==> config.mk <==
export PLATFORM = sky130hd
export DESIGN_NAME = spi_out
export DESIGN_NICKNAME = d
export VERILOG_FILES = /design/src/rtl/spi_pkg.sv /design/src/rtl/spi_clk_gen.sv /design/src/rtl/spi_out.sv
export SDC_FILE = /design/constraint.sdc
export NUM_CORES = 1
export LEC_CHECK = 0
export ABC_CLOCK_PERIOD_IN_PS = 5220
export CAP_MARGIN = 20
export CORE_AREA = 5 5 83 85
export DETAILED_ROUTE_END_ITERATION = 10
export DIE_AREA = 0 0 88 90
export MAX_ROUTING_LAYER = met4
export PLACE_DENSITY = 0.92
export SYNTH_ARGS = -nofsm -noshare
export SYNTH_HDL_FRONTEND = slang
export SYNTH_HIERARCHICAL = 1
export SYNTH_SLANG_ARGS = --single-unit
==> constraint.sdc <==
create_clock -name clk -period 5.22 [get_ports clk]
set_input_delay 0.522 -clock clk [delete_from_list [all_inputs] [get_ports clk]]
set_output_delay 0.522 -clock clk [all_outputs]
set_load 0.01 [all_outputs]
==> src/rtl/spi_pkg.sv <==
// Shared definitions for the pixel-pipeline SPI link (spi_out transmitter, spi_in receiver).
package spi_pkg;

    typedef enum logic [1:0] {
        IDLE,
        SETUP,
        SHIFT,
        HOLD
    } spi_tx_state_t;

    localparam int SPI_LANES         = 2;
    localparam int SPI_BITS_PER_LANE = 16;

    // Pixel word layout: {7'b0, is_mandelbrot, color[23:0]}
    localparam int PIX_FLAG_BIT  = 24;
    localparam int PIX_COLOR_MSB = 23;

endpackage

==> src/rtl/spi_clk_gen.sv <==
// Half-period counter: one-cycle half_tick every CLK_DIV cycles while enabled, cleared when disabled.
module spi_clk_gen #(
    parameter int CLK_DIV = 4
) (
    input  logic clk,
    input  logic rst,
    input  logic en,
    output logic half_tick
);

    localparam int CW = $clog2(CLK_DIV) + 1;

    logic [CW-1:0] cnt;
    logic          wrap;

    assign wrap      = (cnt == CW'(CLK_DIV - 1));
    assign half_tick = en && wrap;

    always_ff @(posedge clk or posedge rst) begin
        if (rst)
            cnt <= '0;
        else if (!en || wrap)
            cnt <= '0;
        else
            cnt <= cnt + 1'b1;
    end

endmodule

==> src/rtl/spi_out.sv <==
// SPI mode-0 transmitter: one-entry holding buffer feeding a multi-lane MSB-first shifter
// with generated spi_clk and active-low chip select.
module spi_out
    import spi_pkg::*;
#(
    parameter int LANES         = SPI_LANES,
    parameter int BITS_PER_LANE = SPI_BITS_PER_LANE,
    parameter int CLK_DIV       = 4
) (
    input  logic                           clk,
    input  logic                           rst,
    input  logic                           valid_in,
    input  logic [LANES*BITS_PER_LANE-1:0] data_in,
    output logic                           ready_out,
    output logic                           spi_clk,
    output logic                           spi_cs_n,
    output logic [LANES-1:0]               spi_data,
    output logic                           busy,
    output logic                           frame_done
);

    localparam int N  = BITS_PER_LANE;
    localparam int BW = $clog2(BITS_PER_LANE) + 1;

    spi_tx_state_t state, state_next;

    logic                      buf_full, buf_full_d;
    logic [LANES-1:0][N-1:0]   buf_data;
    logic [LANES-1:0][N-1:0]   sh;
    logic [BW-1:0]             bit_cnt;
    logic                      tick, last_rise;
    logic                      accept, load, shift_en, rise;
    logic                      spi_clk_d, cs_n_d, busy_d, frame_done_d;

    spi_clk_gen #(.CLK_DIV(CLK_DIV)) u_clk_gen (
        .clk       (clk),
        .rst       (rst),
        .en        (state != IDLE),
        .half_tick (tick)
    );

    assign last_rise = (bit_cnt == BW'(N));
    assign ready_out = ~buf_full;

    always_ff @(posedge clk or posedge rst) begin
        if (rst) state <= IDLE;
        else     state <= state_next;
    end

    always_comb begin
        state_next = state;
        case (state)
            IDLE:  if (buf_full)                         state_next = SETUP;
            SETUP: if (tick)                             state_next = SHIFT;
            SHIFT: if (tick && !spi_clk && last_rise)    state_next = HOLD;
            HOLD:  if (tick)                             state_next = IDLE;
            default:                                     state_next = IDLE;
        endcase
    end

    always_comb begin
        accept       = valid_in && ready_out;
        load         = (state == IDLE) && buf_full;
        shift_en     = (state == SHIFT) && tick && spi_clk && !last_rise;
        rise         = tick && ((state == SETUP) ||
                                ((state == SHIFT) && !spi_clk && !last_rise));
        frame_done_d = (state == HOLD) && tick;
        cs_n_d       = (state_next == IDLE);
        spi_clk_d    = 1'b0;
        case (state)
            SETUP:   spi_clk_d = tick;
            // The final low phase after the N-th rise stays in SHIFT; HOLD starts after it.
            SHIFT:   spi_clk_d = tick ? ((state_next == SHIFT) && !spi_clk) : spi_clk;
            default: spi_clk_d = 1'b0;
        endcase
        buf_full_d = load ? 1'b0 : (accept ? 1'b1 : buf_full);
        busy_d     = ~cs_n_d | buf_full_d;
    end

    always_ff @(posedge clk or posedge rst) begin
        if (rst) begin
            buf_full   <= 1'b0;
            buf_data   <= '0;
            sh         <= '0;
            bit_cnt    <= '0;
            spi_clk    <= 1'b0;
            spi_cs_n   <= 1'b1;
            busy       <= 1'b0;
            frame_done <= 1'b0;
        end else begin
            buf_full   <= buf_full_d;
            spi_clk    <= spi_clk_d;
            spi_cs_n   <= cs_n_d;
            busy       <= busy_d;
            frame_done <= frame_done_d;
            if (accept)
                buf_data <= data_in;
            if (load)
                bit_cnt <= '0;
            else if (rise)
                bit_cnt <= bit_cnt + 1'b1;
            if (load)
                sh <= buf_data;
            else if (shift_en)
                for (int i = 0; i < LANES; i++) sh[i] <= sh[i] << 1;
            else if (frame_done_d)
                sh <= '0;
        end
    end

    for (genvar i = 0; i < LANES; i++) begin : g_lane
        assign spi_data[i] = sh[i][N-1];
    end

endmodule
[After elaboration in Yosys (flattened, before gate mapping)]
Index checks and enable logic that the tools add are counted.
Storage, ports and cells
  output and inout bits: 7
  register bits after elaboration: 79
  input bits: 35
Operators by class
  multiplexer cells: 15
  bitwise logic cells: 3
  equal/unequal tests: 7
  $add $sub $neg: 2
  reduce and logical (&&, ||, !) cells: 23
Operator list (number)
  2-to-1 mux 32 bit: 3
  logical AND 1 bit: 13
  2-to-1 mux 5 bit: 2
  2-to-1 mux 2 bit: 4
  case mux 2 bit (4 select lines): 1
  equality test 2 bit (second input constant): 3
  adder 5 x 1 -> 5 bit (second input constant): 1
  equality test 5 bit (second input constant): 1
  logical NOT 2 bit: 2
  nonzero test 2 bit: 2
  adder 3 x 1 -> 3 bit (second input constant): 1
  equality test 3 x 2 -> 1 bit (second input constant): 1
  logical NOT 1 bit: 3
  2-to-1 mux 1 bit: 3
  2-to-1 mux 3 bit: 1
  nonzero test 3 bit: 1
  equality test 2 x 1 -> 1 bit (second input constant): 1
  logical OR 1 bit: 2
  != test 2 bit (second input constant): 1
  inverter 1 bit: 2
  case mux 1 bit (2 select lines): 1
  OR 1 bit: 1

[Logic depth before layout (Yosys ltp)]
  word-level depth: 10
  depth in mapped cells: 10
  gate-level depth less buffers: 8

[By module]
The synthesis kept the hierarchy.
Modules (own cells, without submodules)
  spi_out: cells an instance 254, area each 3323.2 sq um, sequential area each 1903.1 sq um, times used 1
  spi_clk_gen: cells an instance 11, area each 138.9 sq um, sequential area each 75.1 sq um, times used 1

[Worst setup path after synthesis]
OpenSTA, ideal clock, no wires.
  path kind: register -> register
  start point: register state[0]
  end point: register sh[17] (netlist name)
  required time: 5.094 ns
  arrival: 1.991 ns
  cell stages (with the launch flop): 11
  path slack: 3.103 ns
  clock period less this slack: 2.117 ns
  library setup time: 0.126 ns
  path buffers: 3
  cells stage by stage: dfrtp_1 -> inv_1 -> ha_1 -> inv_1 -> and2_2 -> buf_2 -> nand2_1 -> and3b_1 -> buf_6 -> buf_6 -> a221o_1
Between the ends
  word-level cells in the longest chain between the ends: 7
RTL lines
  start, declared: line spi_out.sv:25  | spi_tx_state_t state, state_next;
  start signal, assigned: line spi_out.sv:47  | else state <= state_next;
  nonzero test 2 bit (*): line spi_out.sv:38  | .en (state != IDLE),
  logical AND 1 bit (*): line spi_clk_gen.sv:17  | assign half_tick = en && wrap;
  named net tick: line spi_out.sv:31  | logic tick, last_rise;
  logical AND 1 bit (3 in a row): line spi_out.sv:64  | shift_en = (state == SHIFT) && tick && spi_clk && !last_rise;
  2-to-1 mux 32 bit: line spi_out.sv:104  | else if (shift_en)
  2-to-1 mux 32 bit: line spi_out.sv:102  | if (load)
  end signal, assigned: line spi_out.sv:103  | sh <= buf_data;
  end, declared: line spi_out.sv:29  | logic [LANES-1:0][N-1:0] sh;
Mark *: on every way through the listed nets, which the timed path passes. The rest lies on a longest branch.
A chain may end at the register's enable or synchronous reset.

[Worst setup path in the final report]
  start point: register state[0]
  end point: register sh[28] (netlist name)
Between the ends
  word-level cells in the longest chain between the ends: 7
RTL lines (line)
  nonzero test 2 bit: spi_out.sv:38
  logical AND 1 bit: spi_clk_gen.sv:17
  logical AND 1 bit (3 in a row): spi_out.sv:64
  2-to-1 mux 32 bit: spi_out.sv:104
  2-to-1 mux 32 bit: spi_out.sv:102
Several ways; a longest one is shown, not always the timed one.

==> impl_metrics.sql <==
INSERT INTO impl_metrics (metric_group, metric, value, unit) VALUES
('grt', 'grt_total_ovfl', '0', ''),
('run_status', 'run_status', 'complete, no violations', ''),
('yosys', 'mappedNetlistNets', '309', ''),
('clocking', 'cts_post_setup_buffers_inserted', '0', ''),
('finish', 'combined_area_of_the_multi_input_logic_cells', '0.00131', 'mm^2'),
('worst_setup_path', 'cp_data_required_time', '5.45', 'ns'),
('die', 'placement_rows', '29', ''),
('grt', 'grt_pass1_vias', '2309', ''),
('clocking', 'clkLatencyLatePin', '0.35', 'ns'),
('yosys', 'synth_cells', '265', ''),
('worst_setup_path', 'criticalPathCategory', 'flop to flop', ''),
('die', 'fp.coreArea', '0.00613', 'mm^2'),
('worst_setup_path', 'critical_path.max_stage_delay', '0.69', 'ns'),
('worst_setup_path', 'critPathArrivalTime', '3.10', 'ns'),
('yosys', 'syn-cell-area', '0.00346', 'mm^2'),
('worst_setup_path', 'path_common_cell', 'inv_1', ''),
('grt', 'antenna_violations_before_repair', '0', ''),
('clocking', 'cts-root-to-sink-buffers', '2', ''),
('timing', 'timing_max_transition_violations_final', '0', ''),
('timing', 'min_period_over_period', '55.0', '%'),
('yosys', 'seq_area_frac_synth', '57.1', '%'),
('timing', 'clock_skew', '0.00697', 'ns'),
('drt', 'routed-via-count', '2309', ''),
('yosys', 'avgSynthCellArea', '13.1', 'um^2'),
('drt', 'wirelength', '6650', 'um'),
('power', 'power_per_cell_area', '483', 'mW/mm^2'),
('grt', 'grt_first_pass_wirelength', '11200', 'um'),
('worst_setup_path', 'critical_path.endpoint_type', 'flop', ''),
('worst_setup_path', 'critPathMaxFanout', '31', ''),
('timing', 'fmax', '348', 'MHz'),
('power', 'p_leak', '1.94', 'nW'),
('yosys', 'ys_dominant_reg_cell', 'dfrtp_1', ''),
('die', 'ios', '42', ''),
('yosys', 'synth.ff_latch_count', '79', ''),
('timing', 'totalNegativeSetupSlack', '0', 'ns'),
('timing', 'period_minus_slack', '2.87', 'ns'),
('timing', 'timing.slew.headroom', '41.6', '%'),
('placement', 'placed_cells', '366', ''),
('timing', 'max_slew.worst_pin.slew', '0.872', 'ns'),
('timing', 'setup_repair_after_global_routing_missed_its_margin', 'no', ''),
('clocking', 'number_of_buffers_created_by_cts', '9', ''),
('drt', 'first_pass_iteration_count_of_the_detailed_router', '4', ''),
('die', 'floorplan.die.width', '88', 'um'),
('power', 'peakVddDrop', '0.263', 'mV'),
('drt', 'route.detailed.wl_per_inst', '17.4', 'um'),
('placement', 'place.detailed.hpwl', '4390', 'um'),
('yosys', 'postSynth.asyncResetShare', '100', '%'),
('grt', 'grt_util_all_layers', '18.7', '%'),
('placement', 'globalplace.congestion', '0.970', ''),
('finish', 'post_layout_nonfiller_instances', '383', ''),
('clocking', 'htree_num_levels', '3', ''),
('finish', 'nNetsFinal', '346', ''),
('run', 'max_cap_violations', '0', ''),
('yosys', 'synth_edf_count', '0', ''),
('clocking', 'root_buffer', 'clkbuf_8', ''),
('clocking', 'clock_tree_from_tritoncts', 'yes', ''),
('finish', 'area.growth.synth_to_final', '18.9', '%'),
('finish', 'regArea', '0.00198', 'mm^2'),
('clocking', 'post_cts_resize_count', '0', ''),
('finish', 'final_layout_size_suffix_gt1_share', '9.15', '%'),
('clocking', 'cts.clk_slew.worst_paths', '0.08', 'ns'),
('drt', 'final_antenna_net_count', '0', ''),
('die', 'fp.dieH', '90', 'um'),
('worst_setup_path', 'timing.critical_path.cells', 'inv_1 > ha_1 > inv_1 > nor2_4 > and3b_1 > buf_16 > a221o_1', ''),
('timing', 'final-hold-violation-count', '0', ''),
('finish', 'filler_cell_count', '429', ''),
('yosys', 'synth.distinct_cells', '37', ''),
('clocking', 'holdBufCountCts', '0', ''),
('die', 'floorplan.die_area', '0.00792', 'mm^2'),
('drt', 'first_iter_violations', '176', ''),
('grt', 'grt_start_max_net_pins', '42', ''),
('min_path', 'min_path_type', 'input pin to asynchronous set/reset pin', ''),
('die', 'start_util', '56.5', '%'),
('timing', 'setup_violations', '0', ''),
('drt', 'route.detailed.vias_per_inst', '6.03', ''),
('worst_setup_path', 'slowest_stage', 'ha_1', ''),
('finish', 'antenna_diode_count', '0', ''),
('worst_setup_path', 'critPathLaunchType', 'flop', ''),
('yosys', 'synth-warning-count', '6', ''),
('clocking', 'cts.sink_count', '79', ''),
('drt', 'drc', '0', ''),
('placement', 'quantity_of_i_o_buffers_inserted_on_ports', '41', '');
area by class of cell:
class | instances | area share [%]
multi-input cells | 150 | 31.8
clock inverters | 3 | 1.03
flip-flops and latches | 79 | 48.0
repair buffers | 46 | 11.5
clock buffers | 12 | 3.77
well taps | 77 | 2.34
inverters | 16 | 1.46
cells in the final DEF (no fill, tap or decap), drive strengths merged, types with 3 or more instances in the layout:
cell | Yosys | final
a221o | 30 | 30
clkdlybuf4s50 | 0 | 41
nor2 | 9 | 9
ha | 9 | 9
inv | 16 | 16
a211oi | 3 | 3
and3 | 30 | 30
nand2 | 5 | 5
xnor2 | 3 | 3
clkbuf | 9 | 12
dfrtp | 78 | 78
mux2 | 32 | 32
a21oi | 5 | 5
buf | 11 | 5
power breakdown:
| group | internal [W] | switching (W) | leakage (nW) |
|---|---|---|---|
| registers | 0.000833 | 0.000129 | 0.969 |
| clock network | 0.000244 | 0.000214 | 0.0985 |
| logic | 0.000310 | 0.000260 | 0.870 |
worst max-delay path: cells and delay by family, from the launching register on:
| family | cells | cell delay [ns] |
|---|---|---|
| DFF | 1 | 0.43 |
| and+or+nand+nor | 2 | 0.66 |
| buffers and inverters | 3 | 0.61 |
| adders and majority gates | 1 | 0.69 |
| AOI/OAI and AO/OA | 1 | 0.36 |
sequential cells by signal (all words and copies together), names as in the netlist:
name and flops:
frame_done 1, buf_full 1, sh 30, u_clk_gen/cnt 3, spi_clk 1, spi_cs_n 1
spi_data 2, busy 1, bit_cnt 5, buf_data 32, state 2
metrics by stage:
stage	utilization, %	total power (W)	area, um^2	hold WS [ns]	worst slack (ns)
3_5_place_dp	63.2	0.00152	3880	0.447	1.92
6_report	67.1	0.00199	4120	0.391	2.35
4_1_cts	66.5	0.00198	4080	0.380	1.87
3_3_place_gp	63.2	0.00148	3880	0.433	2.10
5_1_grt	67.1	0.00210	4120	0.417	2.13
2_1_floorplan	-	0.00137	3460	0.276	2.76
cell usage after synthesis (2+ instances only):
cell type | count | area share (%)
a211oi_1 | 3 | 0.65
a21oi_1 | 5 | 0.72
a221o_1 | 30 | 8.7
a22o_1 | 2 | 0.51
and3_1 | 30 | 5.4
and3b_1 | 2 | 0.51
buf_2 | 5 | 0.72
buf_4 | 2 | 0.43
buf_6 | 4 | 1.3
clkbuf_1 | 9 | 0.98
dfrtp_1 | 78 | 56
ha_1 | 9 | 3.3
inv_1 | 15 | 1.6
mux2_1 | 32 | 10
mux2i_1 | 2 | 0.58
nand2_1 | 5 | 0.54
nor2_1 | 8 | 0.87
nor3b_1 | 2 | 0.43
o21ai_1 | 2 | 0.29
xnor2_1 | 3 | 0.76
kinds of logic (layout without fill, tap and decap cells):
group / count (synthesis) / count (layout) / synth area share [%]
DFF: 79 / 79 / 57.1
muxes: 34 / 34 / 11.0
AOI/OAI and AO/OA: 47 / 47 / 12.0
xor gates and xnor gates: 3 / 3 / 0.759
adders and majority gates: 9 / 9 / 3.25
buffers and inverters: 36 / 77 / 5.17
and+or+nand+nor: 57 / 57 / 10.7
routing by layer:
metal	share of wire, %	vias up	wire [um]	global-route usage (%)
met4	2.1	0	138	6.91
met5	0	-	0	-
li1	-	1042	-	-
met3	6.0	15	399	5.12
met1	44	1173	2930	24.6
met2	48	79	3190	27.7
final timing paths:
path	start	to	slack, ns	cells past startpoint
max	state[0]$_DFF_PP0_	sh[28]$_DFFE_PP0P_	2.35	7
min	rst	u_clk_gen/cnt[2]$_DFF_PP0_	0.39	2
max reg2reg	state[0]$_DFF_PP0_	sh[28]$_DFFE_PP0P_	2.35	7
min reg2reg	u_clk_gen/cnt[0]$_DFF_PP0_	u_clk_gen/cnt[0]$_DFF_PP0_	0.46	1
max in group asynchronous	rst	sh[16]$_DFFE_PP0P_	3.59	3
min in group clk	u_clk_gen/cnt[0]$_DFF_PP0_	u_clk_gen/cnt[0]$_DFF_PP0_	0.46	1
No activity file was read; power rests on OpenSTA's default activity.
